## config.mk

```make
export PLATFORM = sky130hd
export DESIGN_NAME = pqc_accel_ctrl
export DESIGN_NICKNAME = d
export VERILOG_FILES = /design/src/rtl/pqc_pkg.sv /design/src/rtl/pqc_op_decode.sv /design/src/rtl/pqc_accel_ctrl.sv
export SDC_FILE = /design/constraint.sdc
export NUM_CORES = 1
export LEC_CHECK = 0
export ABC_AREA = 1
export ABC_CLOCK_PERIOD_IN_PS = 2550
export BUFFER_PORTS_ARGS = -buffer_cell sky130_fd_sc_hd__buf_2
export CAP_MARGIN = 20
export CORE_MARGIN = 3
export CORE_UTILIZATION = 50
export CTS_CLUSTER_DIAMETER = 30
export DETAILED_ROUTE_END_ITERATION = 12
export PLACE_DENSITY_LB_ADDON = 0.1
export SYNTH_ARGS = -nofsm -noshare
export SYNTH_HDL_FRONTEND = slang
export SYNTH_HIERARCHICAL = 1
export SYNTH_SLANG_ARGS = --single-unit
```

## constraint.sdc

```tcl
create_clock -name clk -period 2.55 [get_ports clk]
set_clock_uncertainty 0.2 [all_clocks]
set_input_delay 0.3825 -clock clk [delete_from_list [all_inputs] [get_ports clk]]
set_output_delay 0.3825 -clock clk [all_outputs]
set_load 0.005 [all_outputs]
```

## src/rtl/pqc_pkg.sv

```systemverilog
// Shared constants and types for the PQC accelerator issue controller.
package pqc_pkg;

  localparam logic [6:0] PQC_OPCODE = 7'b0001011;
  localparam logic [2:0] PQC_FUNCT3 = 3'b011;

  localparam logic [6:0] F7_NTT_A   = 7'b0000011;
  localparam logic [6:0] F7_NTT_B   = 7'b0000100;
  localparam logic [6:0] F7_PWAM_M0 = 7'b0000111;
  localparam logic [6:0] F7_PWAM_M1 = 7'b0000101;
  localparam logic [6:0] F7_KECCAK  = 7'b0000000;

  typedef enum logic [1:0] {
    UNIT_NONE   = 2'd0,
    UNIT_NTT    = 2'd1,
    UNIT_PWAM   = 2'd2,
    UNIT_KECCAK = 2'd3
  } unit_e;

  typedef enum logic [1:0] {
    ST_IDLE   = 2'd0,
    ST_START  = 2'd1,
    ST_WAIT   = 2'd2,
    ST_RETIRE = 2'd3
  } state_e;

endpackage

```

## src/rtl/pqc_op_decode.sv

```systemverilog
// Combinational decode of a custom-0 instruction into accelerator unit and mode.
module pqc_op_decode
  import pqc_pkg::*;
(
  input  logic [6:0] opcode_i,
  input  logic [2:0] funct3_i,
  input  logic [6:0] funct7_i,
  output logic       is_pqc_o,
  output unit_e      unit_o,
  output logic       mode_o,
  output logic       illegal_o
);

  logic match;
  logic unknown;

  assign match = (opcode_i == PQC_OPCODE) && (funct3_i == PQC_FUNCT3);

  always_comb begin
    unit_o  = UNIT_NONE;
    mode_o  = 1'b0;
    unknown = 1'b0;
    case (funct7_i)
      F7_NTT_A, F7_NTT_B: unit_o = UNIT_NTT;
      F7_PWAM_M0:         unit_o = UNIT_PWAM;
      F7_PWAM_M1: begin
        unit_o = UNIT_PWAM;
        mode_o = 1'b1;
      end
      F7_KECCAK:          unit_o = UNIT_KECCAK;
      default:            unknown = 1'b1;
    endcase
  end

  assign is_pqc_o  = match;
  assign illegal_o = match & unknown;

endmodule

```

## src/rtl/pqc_accel_ctrl.sv

```systemverilog
// Issue/retire controller for the NTT, PWAM and Keccak accelerators: freezes the
// pipeline while one op is in flight and forces retirement through a watchdog.
module pqc_accel_ctrl
  import pqc_pkg::*;
#(
  parameter int unsigned           TIMEOUT_W      = 16,
  parameter logic [TIMEOUT_W-1:0]  TIMEOUT_CYCLES = 16'hFFFF
) (
  input  logic       clk,
  input  logic       rst,
  input  logic       instr_valid,
  input  logic       flush,
  input  logic [6:0] opcode,
  input  logic [2:0] funct3,
  input  logic [6:0] funct7,
  input  logic       ntt_done,
  input  logic       pwam_done,
  input  logic       keccak_done,
  output logic       ntt_start,
  output logic       pwam_start,
  output logic       pwam_mode,
  output logic       keccak_start,
  output logic       pqc_stall,
  output logic       retire,
  output logic       illegal,
  output logic       timeout,
  output logic [1:0] busy_unit
);

  logic  dec_is_pqc;
  unit_e dec_unit;
  logic  dec_mode;
  logic  dec_illegal;

  pqc_op_decode u_decode (
    .opcode_i  (opcode),
    .funct3_i  (funct3),
    .funct7_i  (funct7),
    .is_pqc_o  (dec_is_pqc),
    .unit_o    (dec_unit),
    .mode_o    (dec_mode),
    .illegal_o (dec_illegal)
  );

  state_e                 state_q, state_d;
  unit_e                  unit_q, unit_d;
  logic                   mode_q, mode_d;
  logic [TIMEOUT_W-1:0]   cnt_q, cnt_d;
  logic                   timeout_q, timeout_d;

  logic                   in_idle, in_flight;
  logic                   op_valid, op_legal;
  logic                   sel_done;
  logic [TIMEOUT_W-1:0]   cnt_sat;

  assign in_idle   = (state_q == ST_IDLE);
  assign in_flight = (state_q == ST_START) || (state_q == ST_WAIT);
  assign op_valid  = instr_valid & ~flush & dec_is_pqc;
  assign op_legal  = op_valid & ~dec_illegal;
  assign cnt_sat   = (&cnt_q) ? cnt_q : cnt_q + TIMEOUT_W'(1);

  // Only the latched unit's completion is honoured; stray pulses from idle units are dropped.
  always_comb begin
    sel_done = 1'b0;
    case (unit_q)
      UNIT_NTT:    sel_done = ntt_done;
      UNIT_PWAM:   sel_done = pwam_done;
      UNIT_KECCAK: sel_done = keccak_done;
      default:     sel_done = 1'b0;
    endcase
  end

  always_ff @(posedge clk) begin
    if (rst) begin
      state_q   <= ST_IDLE;
      unit_q    <= UNIT_NONE;
      mode_q    <= 1'b0;
      cnt_q     <= '0;
      timeout_q <= 1'b0;
    end else begin
      state_q   <= state_d;
      unit_q    <= unit_d;
      mode_q    <= mode_d;
      cnt_q     <= cnt_d;
      timeout_q <= timeout_d;
    end
  end

  always_comb begin
    state_d   = state_q;
    unit_d    = unit_q;
    mode_d    = mode_q;
    cnt_d     = cnt_q;
    timeout_d = timeout_q;
    case (state_q)
      ST_IDLE: begin
        if (op_legal) begin
          unit_d    = dec_unit;
          mode_d    = dec_mode;
          cnt_d     = '0;
          timeout_d = 1'b0;
          state_d   = ST_START;
        end
      end
      ST_START: begin
        state_d = sel_done ? ST_RETIRE : ST_WAIT;
      end
      ST_WAIT: begin
        cnt_d = cnt_sat;
        if (sel_done) begin
          state_d = ST_RETIRE;
        end else if (cnt_sat >= TIMEOUT_CYCLES) begin
          timeout_d = 1'b1;
          state_d   = ST_RETIRE;
        end
      end
      ST_RETIRE: begin
        unit_d  = UNIT_NONE;
        mode_d  = 1'b0;
        state_d = ST_IDLE;
      end
      default: state_d = ST_IDLE;
    endcase
  end

  assign ntt_start    = (state_q == ST_START) && (unit_q == UNIT_NTT);
  assign pwam_start   = (state_q == ST_START) && (unit_q == UNIT_PWAM);
  assign keccak_start = (state_q == ST_START) && (unit_q == UNIT_KECCAK);
  assign retire       = (state_q == ST_RETIRE);
  assign illegal      = in_idle & op_valid & dec_illegal;
  // Stall drops in RETIRE so the frozen instruction advances exactly once.
  assign pqc_stall    = (in_idle & op_legal) | in_flight;
  assign busy_unit    = in_flight ? unit_q : UNIT_NONE;
  assign pwam_mode    = mode_q;
  assign timeout      = timeout_q;

endmodule
```

==> qor.csv, run 1 <==
metric;value;unit
status;finished clean;
Max-Cap Viols;0;
Worst Tran Pin Value;0.364;ns
Slew Viols, Final;0;
Max Used Layer;met4;
Initial Util;54.9;%
Syn Inst Count;295;
worst path bufs/invs;1;
Setup-failing EPs final;0;
Crit. End Element;register;
LEAKAGE;0.866;nW
clock transition at the registers of the reported paths;0.13;ns
area growth from synthesis to layout;14.2;%
iteration-0 DRC count of the detailed router;75;
CP Data Required Time;2.58;ns
layout cells sized above 1;19.1;%
setup TNS;0;ns
WL met3;151;microns
most used cell, CP;nand3_2;
DR vias;1811;
path type of the worst setup path;register to register;
slew margin rel.;75.7;%
die area;4230;sq um
port bufs;33;
synthesis-stage register bit count;22;
most common cell after layout, fill and taps aside;nand2_1;
Synth Area in Compound Gates;11.5;%
initial antenna violation count;0;
Die Ht;65.1;microns
largest net degree at the start of global routing;21;
DP HPWL;3030;microns
Residual DRC;0;
critical path's slowest cell;dfxtp_1;
post-CTS setup buffers;0;
GR Overflow Total;0;
PnR Total Power;0.877;mW
htree depth;1;
CP peak stage delay;0.44;ns
Critical Path AT;2.33;ns
routed wl met2;1830;microns
GPL Wtd Cong;0.834;
PD cells;440;nW/um^2
first-pass GRT wire length;7220;microns
Final Hold Viols;0;
VDD IR-drop max;316;uV
Final min period;2.31;ns
Routed WL per cell;10.3;microns
crit path cell chain;ha_2 > clkinv_2 > nor2_4 > nand4_4 > o21ai_1 > nand3_2 > nor2_2 > nand3_2 > nand2_2 > nand3_1 > nand2_1 > nor2_1;
# nets final;360;
RSZ-0062 raised after global routing;false;
DR vias/cell;4.86;
syn_nets;325;
ANT cells;0;
post-synthesis mux area share;0;%
Die W;65.1;microns
CP Max Fanout;15;
CP top delay family;simple AND/OR/NAND/NOR gates;
Mapped Area;1740;sq um
Root Buffer;clkbuf_4;
I/O pin count;34;
wirelength, routed;3840;microns
CTS Buffer Depth;2;
commonest cells after routing, fill and taps aside;nand2_1, nor2_1, buf_2;
fin crit share;90.5;%
top cell type's share of synthesized area;25.3;%
Simple-Gate Fraction of Synth Area;48.4;%
Total GRT Usage;21.1;%
min-delay worst type;input port to register;
max frequency;0.433;GHz
Startpoint Class;register;
largest family of logic cells by synthesized area;simple AND/OR/NAND/NOR gates;
Antenna Nets Post-Route;0;
number of buffers created by CTS;3;
Yosys cell types;26;
synth top area cells;dfxtp_1, nand2_1, nor2_1, a21oi_1, inv_1;
post-synthesis sequential area ratio;25.3;%
leading area contributor after synthesis;dfxtp_1;
WL met1;1800;microns
CTS tree;yes;
Post-Synth XOR/XNOR Area;2.01;%
# clock sinks;22;
average size of a mapped cell;5.91;sq um
vias in the first global route;1683;
row cnt;20;
Placeable Area;3180;sq um
fill cell count;326;
Yosys Warn Count;6;
drt pass-1 iters;4;
Adder-Cell Fraction of Synth Area;4.30;%
clock latency on the worst-skew pair;0.32;ns
cells by family (layout without fill, tap and decap cells):
| group | after synthesis | in the layout |
|---|---|---|
| simple gates | 189 | 189 |
| compound gates | 37 | 37 |
| buf+inv | 37 | 71 |
| flops | 22 | 22 |
| fa+ha+maj | 6 | 6 |
| xor+xnor | 4 | 4 |
flip-flops by register name, indices dropped and copies added (netlist names):
signal	flops
cnt_q	16
pwam_mode	1
state_q	2
timeout	1
unit_q	2
tightest hold or removal path: stages:
cell     delay [ns]
buf_2          0.10
nor2_1         0.04
nand2_1        0.05
a21oi_1        0.05
where the power goes:
part,internal [mW],leakage (nW),total (mW),switching (mW)
Combinational,0.111,0.667,0.293,0.182
Clock,0.0874,0.0210,0.200,0.113
Sequential,0.363,0.178,0.384,0.0214
synthesized netlist by cell type:
cell	number
a21oi_1	23
a311oi_1	1
buf_6	1
clkbuf_1	4
clkinv_1	1
clkinv_2	1
dfxtp_1	22
ha_1	6
inv_1	29
inv_2	1
nand2_1	109
nand2_2	8
nand3_1	17
nand3_2	2
nand3b_1	1
nand4_1	4
nand4_4	1
nor2_1	33
nor2_2	6
nor2_4	4
nor3_1	4
o21ai_0	6
o21ai_1	2
o21bai_1	5
xnor2_1	1
xor2_1	3
timing repair:
action	4_1_cts	5_1_grt
endpoints found under the setup margin	0	2
endpoints found under the hold margin	0	0
hold buffers	0	0
resized for setup	0	2
worst paths after layout:
check	slack, ns	from	endpoint	cells past startpoint
max	0.24	cnt_q[0]	state_q[0]	12
min	0.14	funct7[1]	pwam_mode	4
min reg2reg	0.28	pwam_mode	pwam_mode	2
max reg2reg	0.24	cnt_q[0]	state_q[0]	12
per-stage QoR:
step                cell area (sq um)  instances  worst slack (ns)  hold WS, ns  utilization (%)
floorplan                        1740        295             0.526        0.260                -
global placement                 1950        369             0.172        0.254             61.5
detailed placement               1950        369             0.192        0.255             61.5
CTS                              1990        373             0.157        0.131             62.6
global route                     1990        373            0.0171        0.175             62.7
finish                           1990        373             0.243        0.137             62.7
area by class of cell:
| class | instances | area (sq um) | area share [%] |
|---|---|---|---|
| flip-flops and latches | 22 | 440 | 22.1 |
| clock buffers | 4 | 36.3 | 1.82 |
| inverters | 32 | 121 | 6.09 |
| multi-input cells | 236 | 1160 | 58.2 |
| repair buffers | 35 | 180 | 9.05 |
| well taps | 44 | 55.1 | 2.76 |
routing by layer:
metal,track usage (%),up-vias
li1,-,1001
met1,26.7,773
met2,36.5,32
met3,2.43,5
met4,7.77,0
met5,0,-
Note: power is estimated with default switching activity, not from simulation.
==> run 2, diff against run 1 <==
--- a/config.mk
+++ b/config.mk
@@ -5,7 +5,6 @@
 export SDC_FILE = /design/constraint.sdc
 export NUM_CORES = 1
 export LEC_CHECK = 0
-export ABC_AREA = 1
 export ABC_CLOCK_PERIOD_IN_PS = 2550
 export BUFFER_PORTS_ARGS = -buffer_cell sky130_fd_sc_hd__buf_2
 export CAP_MARGIN = 20
==> qor.csv, run 2 <==
metric;value;unit;change
status;finished clean;;unchanged
drt pass-1 iters;4;;unchanged
average size of a mapped cell;7.92;sq um;was 5.91 sq um
Max-Cap Viols;0;;unchanged
Antenna Nets Post-Route;0;;unchanged
Yosys Warn Count;6;;unchanged
GR Overflow Total;0;;unchanged
PD cells;259;nW/um^2;was 440 nW/um^2
critical path's slowest cell;or4_4;;was dfxtp_1
commonest cells after routing, fill and taps aside;buf_2, buf_4, nor2_1;;was nand2_1, nor2_1, buf_2
area growth from synthesis to layout;30.6;%;was 14.2%
CP peak stage delay;0.53;ns;was 0.44 ns
Startpoint Class;register;;unchanged
Yosys cell types;55;;was 26
most common cell after layout, fill and taps aside;buf_2;;was nand2_1
CP Max Fanout;6;;was 15
Critical Path AT;2.46;ns;was 2.33 ns
number of buffers created by CTS;3;;unchanged
VDD IR-drop max;172;uV;was 316 uV
DR vias/cell;5.72;;was 4.86
die area;4090;sq um;was 4230 sq um
post-synthesis sequential area ratio;26.2;%;was 25.3%
synthesis-stage register bit count;22;;unchanged
Die Ht;64.0;microns;was 65.1 microns
placed insts;309;;was 369
most frequent cell after synthesis;nor2_1;;was nand2_1
asr flop ratio synth;0;%;unchanged
Final Hold Viols;0;;unchanged
CTS tree;yes;;unchanged
GPL Wtd Cong;0.949;;was 0.834
syn_nets;242;;was 325
Setup-failing EPs final;0;;unchanged
Initial Util;53.7;%;was 54.9%
htree depth;1;;unchanged
Mapped Area;1680;sq um;was 1740 sq um
crit path cell chain;buf_4 > nand3_1 > or4_4 > mux2i_1 > a31o_2 > a41oi_2 > a21boi_2 > a221oi_2;;was ha_2 > clkinv_2 > nor2_4 > nand4_4 > o21ai_1 > nand3_2 > nor2_2 > nand3_2 > nand2_2 > nand3_1 > nand2_1 > nor2_1
CTS Buffer Depth;2;;unchanged
Total GRT Usage;22.5;%;was 21.1%
R2R Path Start;cnt_q[13];;was cnt_q[0]
layout cells sized above 1;35.6;%;was 19.1%
port bufs;33;;unchanged
WL met3;243;microns;was 151 microns
routed wl met2;2210;microns;was 1830 microns
Final min period;2.41;ns;was 2.31 ns
first-pass GRT wire length;7560;microns;was 7220 microns
clock transition at the registers of the reported paths;0.13;ns;about the same
top cell type's share of synthesized area;26.2;%;was 25.3%
largest net degree at the start of global routing;24;;was 21
Die W;64.0;microns;was 65.1 microns
CP Data Required Time;2.60;ns;was 2.58 ns
WL met1;1940;microns;was 1800 microns
ANT cells;0;;unchanged
Synth Flop Type;dfxtp_1;;unchanged
max frequency;0.415;GHz;was 0.433 GHz
register name with the most flops;cnt_q;;unchanged
Root Buffer;clkbuf_4;;unchanged
I/O pin count;34;;unchanged
Min-Delay Startpoint;rst;;was funct7[1]
Slew Viols, Final;0;;unchanged
setup TNS;0;ns;unchanged
Largest regs;cnt_q x16, state_q x2, unit_q x2;;unchanged
Worst Tran Pin Value;0.438;ns;was 0.364 ns
path type of the worst setup path;register to register;;unchanged
Crit. End Element;register;;unchanged
vias in the first global route;1749;;was 1683
synth cell count leaders;nor2_1, dfxtp_1, a21oi_1;;was nand2_1, nor2_1, inv_1
slew margin rel.;70.8;%;was 75.7%
# clock sinks;22;;unchanged
Setup crit start;cnt_q[13];;was cnt_q[0]
DP HPWL;3280;microns;was 3030 microns
Residual DRC;0;;unchanged
fin crit share;94.4;%;was 90.5%
LEAKAGE;0.956;nW;was 0.866 nW
Max Used Layer;met4;;unchanged
fin cells;319;;was 373
Routed WL per cell;14.1;microns;was 10.3 microns
row cnt;20;;unchanged
min-delay worst type;input port to register;;unchanged
DR vias;1825;;was 1811
wirelength, routed;4510;microns;was 3840 microns
# nets final;307;;was 360
synth top area cells;dfxtp_1, nor2_1, a21oi_1, ha_1, o21ai_0;;was dfxtp_1, nand2_1, nor2_1, a21oi_1, inv_1
initial antenna violation count;0;;unchanged
leading area contributor after synthesis;dfxtp_1;;unchanged
max reg flops;16;;unchanged
Placeable Area;3130;sq um;was 3180 sq um
Syn Inst Count;212;;was 295
iteration-0 DRC count of the detailed router;235;;was 75
Post-synth EDFFs;0;;unchanged
clock latency on the worst-skew pair;0.32;ns;about the same
# hold bufs at CTS;0;;unchanged
## run 2: cells by family after synthesis
kind of cell / Yosys count / share of synthesized area (%)
compound gates: 60 / 24.1
xor+xnor: 2 / 1.04
fa+ha+maj: 6 / 4.47
buf+inv: 12 / 3.43
flops: 22 / 26.2
mux: 6 / 3.73
simple gates: 104 / 37.0
## run 2: timing repair
item,4_1_cts,5_1_grt
pin swaps,0,11
endpoints found under the setup margin,1,3
setup buffers,0,7
gates resized for setup,1,17
## run 2: layout make-up
class / count / area (sq um)
tap: 44 / 55.1
timing repair buffer: 65 / 405
inverter: 7 / 26.3
sequential: 22 / 457
fill: 273 / 935
multi-input combinational: 178 / 1230
clock buffer: 3 / 22.5
## run 2: metal layers
layer	GRT usage [%]	vias to the layer above
met5	0	-
met4	9.43	0
met3	4.04	15
met2	37.4	66
met1	28.5	828
li1	-	916
## run 2: final timing paths
| kind | end | slack, ns | depth (start not counted) |
|---|---|---|---|
| setup / recovery | state_q[0] | 0.14 | 8 |
| hold / removal | unit_q[1] | 0.27 | 2 |
| setup reg to reg | state_q[0] | 0.14 | 8 |
| hold reg to reg | timeout | 0.28 | 1 |
## run 2: stage by stage
stage	hold slack [ns]	total power [mW]	worst slack [ns]	util, %	instance area [sq um]
after floorplan	0.264	0.375	0.0288	-	1680
after global placement	0.244	0.404	0.103	65.7	2060
after detailed placement	0.249	0.405	0.0150	65.7	2060
after CTS	0.280	0.570	0.0195	66.5	2080
after global routing	0.275	0.591	-0.00119	70.1	2190
final	0.269	0.569	0.142	70.1	2190
## run 2: power breakdown
part	switching, mW	internal, mW	total, mW
Sequential	0.000464	0.342	0.343
Clock	0.118	0.0555	0.173
Combinational	0.0272	0.0258	0.0530
Total	0.145	0.423	0.569
## run 2: worst max-delay path, delay by kind of cell (launching register included)
family | cells | cell delay (ns)
multiplexers | 1 | 0.14
AO/OA/AOI/OAI | 4 | 0.89
buffers and inverters | 1 | 0.14
AND/OR/NAND/NOR | 2 | 0.61
flip-flops | 1 | 0.36
